===== config.mk =====
export PLATFORM = sky130hd
export DESIGN_NAME = mem_arbiter
export DESIGN_NICKNAME = d
export VERILOG_FILES = /design/src/rtl/mem_arbiter.sv
export SDC_FILE = /design/constraint.sdc
export NUM_CORES = 1
export LEC_CHECK = 0
export CAP_MARGIN = 5
export CORE_ASPECT_RATIO = 1.75
export CORE_MARGIN = 2
export CORE_UTILIZATION = 43
export DETAILED_ROUTE_END_ITERATION = 8
export PLACE_DENSITY = 0.85
export SLEW_MARGIN = 30
export SYNTH_ARGS = -nofsm -noshare
export SYNTH_HDL_FRONTEND = slang
export SYNTH_SLANG_ARGS = --single-unit
export TNS_END_PERCENT = 100

===== constraint.sdc =====
create_clock -name clk -period 2.46 [get_ports clk]
set_input_delay 0.369 -clock clk [delete_from_list [all_inputs] [get_ports clk]]
set_output_delay 0.369 -clock clk [all_outputs]
set_load 0.005 [all_outputs]

===== src/rtl/mem_arbiter.sv =====
// Two-requester arbiter for the single-port data memory: the core has priority, and a starvation counter forces host bursts in.
// Optional `MEM_ARB_PERF_EN` adds saturating stall/grant performance counters.
module mem_arbiter #(
  parameter int AW         = 8,
  parameter int LW         = 4,
  parameter int STARVE_MAX = 8
) (
  input  logic          clk,
  input  logic          reset,
  input  logic          core_req,
  input  logic          core_we,
  input  logic [AW-1:0] core_addr,
  input  logic [7:0]    core_wdata,
  output logic [7:0]    core_rdata,
  output logic          core_stall,
  input  logic          host_req,
  input  logic          host_we,
  input  logic [AW-1:0] host_addr,
  input  logic [LW-1:0] host_len,
  input  logic          host_wvalid,
  input  logic [7:0]    host_wdata,
  output logic          host_wready,
  output logic          host_rvalid,
  output logic [7:0]    host_rdata,
  output logic          host_done,
  output logic          mem_wr_en,
  output logic [AW-1:0] mem_addr,
  output logic [7:0]    mem_dat_in,
  input  logic [7:0]    mem_dat_out,
  output logic [1:0]    state_dbg
`ifdef MEM_ARB_PERF_EN
  ,
  output logic [15:0]   perf_stall_cnt,
  output logic [7:0]    perf_grant_cnt
`endif
);

  localparam int SW = $clog2(STARVE_MAX + 1);
  localparam logic [SW-1:0] STARVE_LIM = SW'(STARVE_MAX);

  typedef enum logic [1:0] {
    S_CORE = 2'd0,
    S_HOST = 2'd1,
    S_DONE = 2'd2
  } state_t;

  state_t        state;
  logic [SW-1:0] starve_cnt;
  logic [LW-1:0] beat_cnt;
  logic [AW-1:0] burst_addr;
  logic          burst_we;
  logic          grant;
  logic          consume;

  // Handshake: a host write beat transfers on a cycle with host_wvalid && host_wready;
  // a read beat transfers every S_HOST cycle and is returned with host_rvalid one cycle later.
  assign grant   = (state == S_CORE) && host_req && (!core_req || starve_cnt == STARVE_LIM);
  assign consume = (state == S_HOST) && (!burst_we || host_wvalid);

  assign core_rdata = mem_dat_out;
  assign state_dbg  = state;

  always_comb begin
    mem_addr   = core_addr;
    mem_dat_in = core_wdata;
    mem_wr_en  = core_req && core_we;
    core_stall = 1'b0;
    if (state == S_HOST) begin
      mem_addr   = burst_addr;
      mem_dat_in = host_wdata;
      mem_wr_en  = burst_we && host_wvalid;
      core_stall = core_req;
    end
  end

  always_ff @(posedge clk or negedge reset) begin
    if (!reset) begin
      state       <= S_CORE;
      starve_cnt  <= '0;
      beat_cnt    <= '0;
      burst_addr  <= '0;
      burst_we    <= 1'b0;
      host_rdata  <= '0;
      host_rvalid <= 1'b0;
      host_done   <= 1'b0;
      host_wready <= 1'b0;
    end else begin
      host_rvalid <= 1'b0;
      host_done   <= 1'b0;
      case (state)
        S_CORE: begin
          if (grant) begin
            starve_cnt  <= '0;
            beat_cnt    <= host_len;
            burst_addr  <= host_addr;
            burst_we    <= host_we;
            host_wready <= host_we;
            state       <= S_HOST;
          end else if (host_req && core_req && starve_cnt != STARVE_LIM) begin
            starve_cnt <= starve_cnt + 1'b1;
          end
        end
        S_HOST: begin
          if (consume) begin
            burst_addr <= burst_addr + 1'b1;
            beat_cnt   <= beat_cnt - 1'b1;
            if (!burst_we) begin
              host_rvalid <= 1'b1;
              host_rdata  <= mem_dat_out;
            end
            // Last beat: the burst ends even if host_req has already dropped.
            if (beat_cnt == '0) begin
              state       <= S_DONE;
              host_done   <= 1'b1;
              host_wready <= 1'b0;
            end
          end
        end
        S_DONE:  state <= S_CORE;
        default: state <= S_CORE;
      endcase
    end
  end

`ifdef MEM_ARB_PERF_EN
  always_ff @(posedge clk or negedge reset) begin
    if (!reset) begin
      perf_stall_cnt <= '0;
      perf_grant_cnt <= '0;
    end else begin
      if (core_stall && perf_stall_cnt != 16'hFFFF) perf_stall_cnt <= perf_stall_cnt + 1'b1;
      if (grant && perf_grant_cnt != 8'hFF) perf_grant_cnt <= perf_grant_cnt + 1'b1;
    end
  end
`endif

endmodule


==> results.json <==
{
  "setup_ws_ns": 0.154,
  "ys_ff_latch": 30,
  "cts.clk_slew.worst_paths_ns": 0.07,
  "initial_core_util_pct": 44.1,
  "synth_compound_area_share_pct": 16.3,
  "critPathCaptureType": "primary output",
  "hp-class": "in -> async",
  "dp_slack_ns": 0.414,
  "syn2layout_area_growth_pct": 53.0,
  "drcViolationCount": 0,
  "fp-row-count": 31,
  "die_h_um": 89.5,
  "maxCapViolations": 0,
  "synth-simple-area-share_pct": 24.5,
  "setup_viol": 0,
  "highest_layer": "met4",
  "fin_crit_sh_pct": 93.8,
  "synth_mux_area_share_pct": 6.13,
  "cts_resized": 0,
  "hpwl_mm": 3.53,
  "clk_path_buf_depth": 2,
  "synth_area_leaders": "dfrtp_1 42%, nand2_1 12%, mux2_2 5.0%, o22ai_1 3.5%, buf_4 3.3%",
  "overflow": 0,
  "viasPerCell": 5.28,
  "nNetsFinal": 345,
  "wl_met3_um": 238,
  "clk_latency_ns": 0.28,
  "wl_per_cell_um": 13.6,
  "hold_buffers": 0,
  "pwr_density_cell_nw_per_um2": 1180,
  "leakagePower_nw": 1.20,
  "crit_type": "reg -> out",
  "period_minus_slack_ns": 2.31,
  "met1_length_mm": 1.73,
  "io_buffers": 89,
  "crit_arrival_ns": 1.94,
  "cts_buffers": 5,
  "synth-seq-area-share_pct": 41.8,
  "cts_htree_levels": 2,
  "synth_area_um2": 1800,
  "whs_ns": 0.487,
  "slew_headroom_pct": 68.9,
  "cts_tree": "built",
  "synth_top_family_by_area": "simple AND/OR/NAND/NOR gates",
  "avgSynthCellArea_um2": 8.63,
  "startpoint": "state_dbg[1]$_DFFE_PN0P_",
  "ys_types": 36,
  "ant_nets": 0,
  "yosysWarnings": 0,
  "crit_fanout": 26,
  "die-area_um2": 4730,
  "grt_pass1_vias": 1701,
  "final_common_cell": "clkdlybuf4s50_1",
  "timing.rr.start": "state_dbg[1]$_DFFE_PN0P_",
  "diodes": 0,
  "vias": 1785,
  "synth_xor_area_share_pct": 0,
  "grtUsageTotal_pct": 21.1,
  "peakVddDrop_mv": 0.793,
  "antenna_found_initial": 0,
  "netlist.area_leader.share_pct": 41.8,
  "worst_setup_path_start_kind": "register",
  "dpl-instance-area_um2": 2670,
  "postCtsSetupBuffers": 0,
  "die_width_um": 52.8,
  "grt_pass1_wl_mm": 7.48,
  "finalMaxSlewViolations": 0,
  "drt-pass1-iter-count": 4,
  "skew_ns": 0.00628,
  "gp_routability_congestion": 0.881,
  "outcome": "complete, no violations",
  "drt_wl_total_mm": 4.60,
  "coreArea_um2": 4070,
  "drive_gt1_share_pct": 9.00,
  "synth.largest_area_cell": "dfrtp_1",
  "worst_pin_slew_ns": 0.465,
  "final_hold_viol_count": 0,
  "fin_setup_tns_ns": 0,
  "syn_nets": 263,
  "cts_root_buffer": "clkbuf_8",
  "stdcell_area_um2": 2750,
  "crit_required_ns": 2.09,
  "dp_cells": 332,
  "syn_inst": 208,
  "grt_max_degree": 31,
  "wl_met2_mm": 2.55,
  "rsz0062_at_grt": "false",
  "ios": 90,
  "synthAdderAreaFrac_pct": 2.79,
  "fmax_mhz": 434,
  "clock_sinks": 30,
  "final_cell_mix": "89 x clkdlybuf4s50_1, 57 x nand2_1, 30 x dfrtp_1",
  "drtIter0Drc": 19,
  "fin_cells": 338
}
## layer usage
metal / global-route usage, % / vias up
li1: - / 871
met1: 23.1 / 837
met2: 38.4 / 68
met3: 4.52 / 9
met4: 8.62 / 0
met5: 0 / -
## layout make-up
class | instances | area (µm²)
clock buffers | 6 | 82.6
inverters | 8 | 30.0
multi-input cells | 151 | 895
well taps | 49 | 61.3
fillers | 354 | 1330
flip-flops and latches | 30 | 751
repair buffers | 94 | 928
## worst max-delay path, stage by stage (launching register included)
cell and delay (ns):
dfrtp_1 0.41, and2b_2 0.53, nand2_1 0.13, nand2_1 0.08, clkdlybuf4s50_1 0.50
## metrics by stage
step / total power (W) / util, %
floorplan: 0.00203 / -
global placement: 0.00281 / 65.4
detailed placement: 0.00285 / 65.4
CTS: 0.00326 / 67.5
global route: 0.00350 / 67.5
finish: 0.00324 / 67.5
## synthesized netlist by cell type (all sizes together)
cell	instances
a31oi	1
mux2	8
o22ai	10
nand2	57
nand2b	3
buf	15
and3	2
mux2i	2
a2bb2oi	2
and2	2
a22o	1
dfrtp	30
ha	4
nor3b	4
a22oi	4
o2bb2ai	6
a21oi	6
o21ai	10
nor3	6
a21o	1
nand3	7
nor2	7
and2b	2
nand3b	1
or2	1
or3b	1
and4	1
inv	8
o211ai	2
clkbuf	4
## cells by family after synthesis
group | Yosys count
muxes | 10
DFF | 30
buffers and inverters | 27
and+or+nand+nor | 94
adders and majority gates | 4
AOI/OAI and AO/OA | 43
## sequential cells by signal, summed over array words and instances (netlist names)
signal / count
beat_cnt: 4
burst_addr: 8
burst_we: 1
host_done: 1
host_rdata: 8
host_rvalid: 1
host_wready: 1
starve_cnt: 4
state_dbg: 2
## worst paths after layout
path,end,depth (start not counted),slack [ns]
setup / recovery,mem_addr[7],4,0.15
hold / removal,starve_cnt[0]$_DFFE_PN0P_,2,0.49
setup reg to reg,beat_cnt[3]$_DFFE_PN0P_,6,0.54
hold reg to reg,host_rdata[7]$_DFFE_PN0P_,1,0.50
max in group asynchronous,beat_cnt[0]$_DFFE_PN0P_,2,1.68
min in group clk,host_rdata[7]$_DFFE_PN0P_,1,0.50
## where the power goes
part,total (W),internal [W],switching (W)
Sequential,0.000908,0.000725,0.000183
Clock,0.000398,0.000216,0.000182
Combinational,0.00193,0.00104,0.000893
Total,0.00324,0.00198,0.00126
No activity file was read; power rests on OpenSTA's default activity.
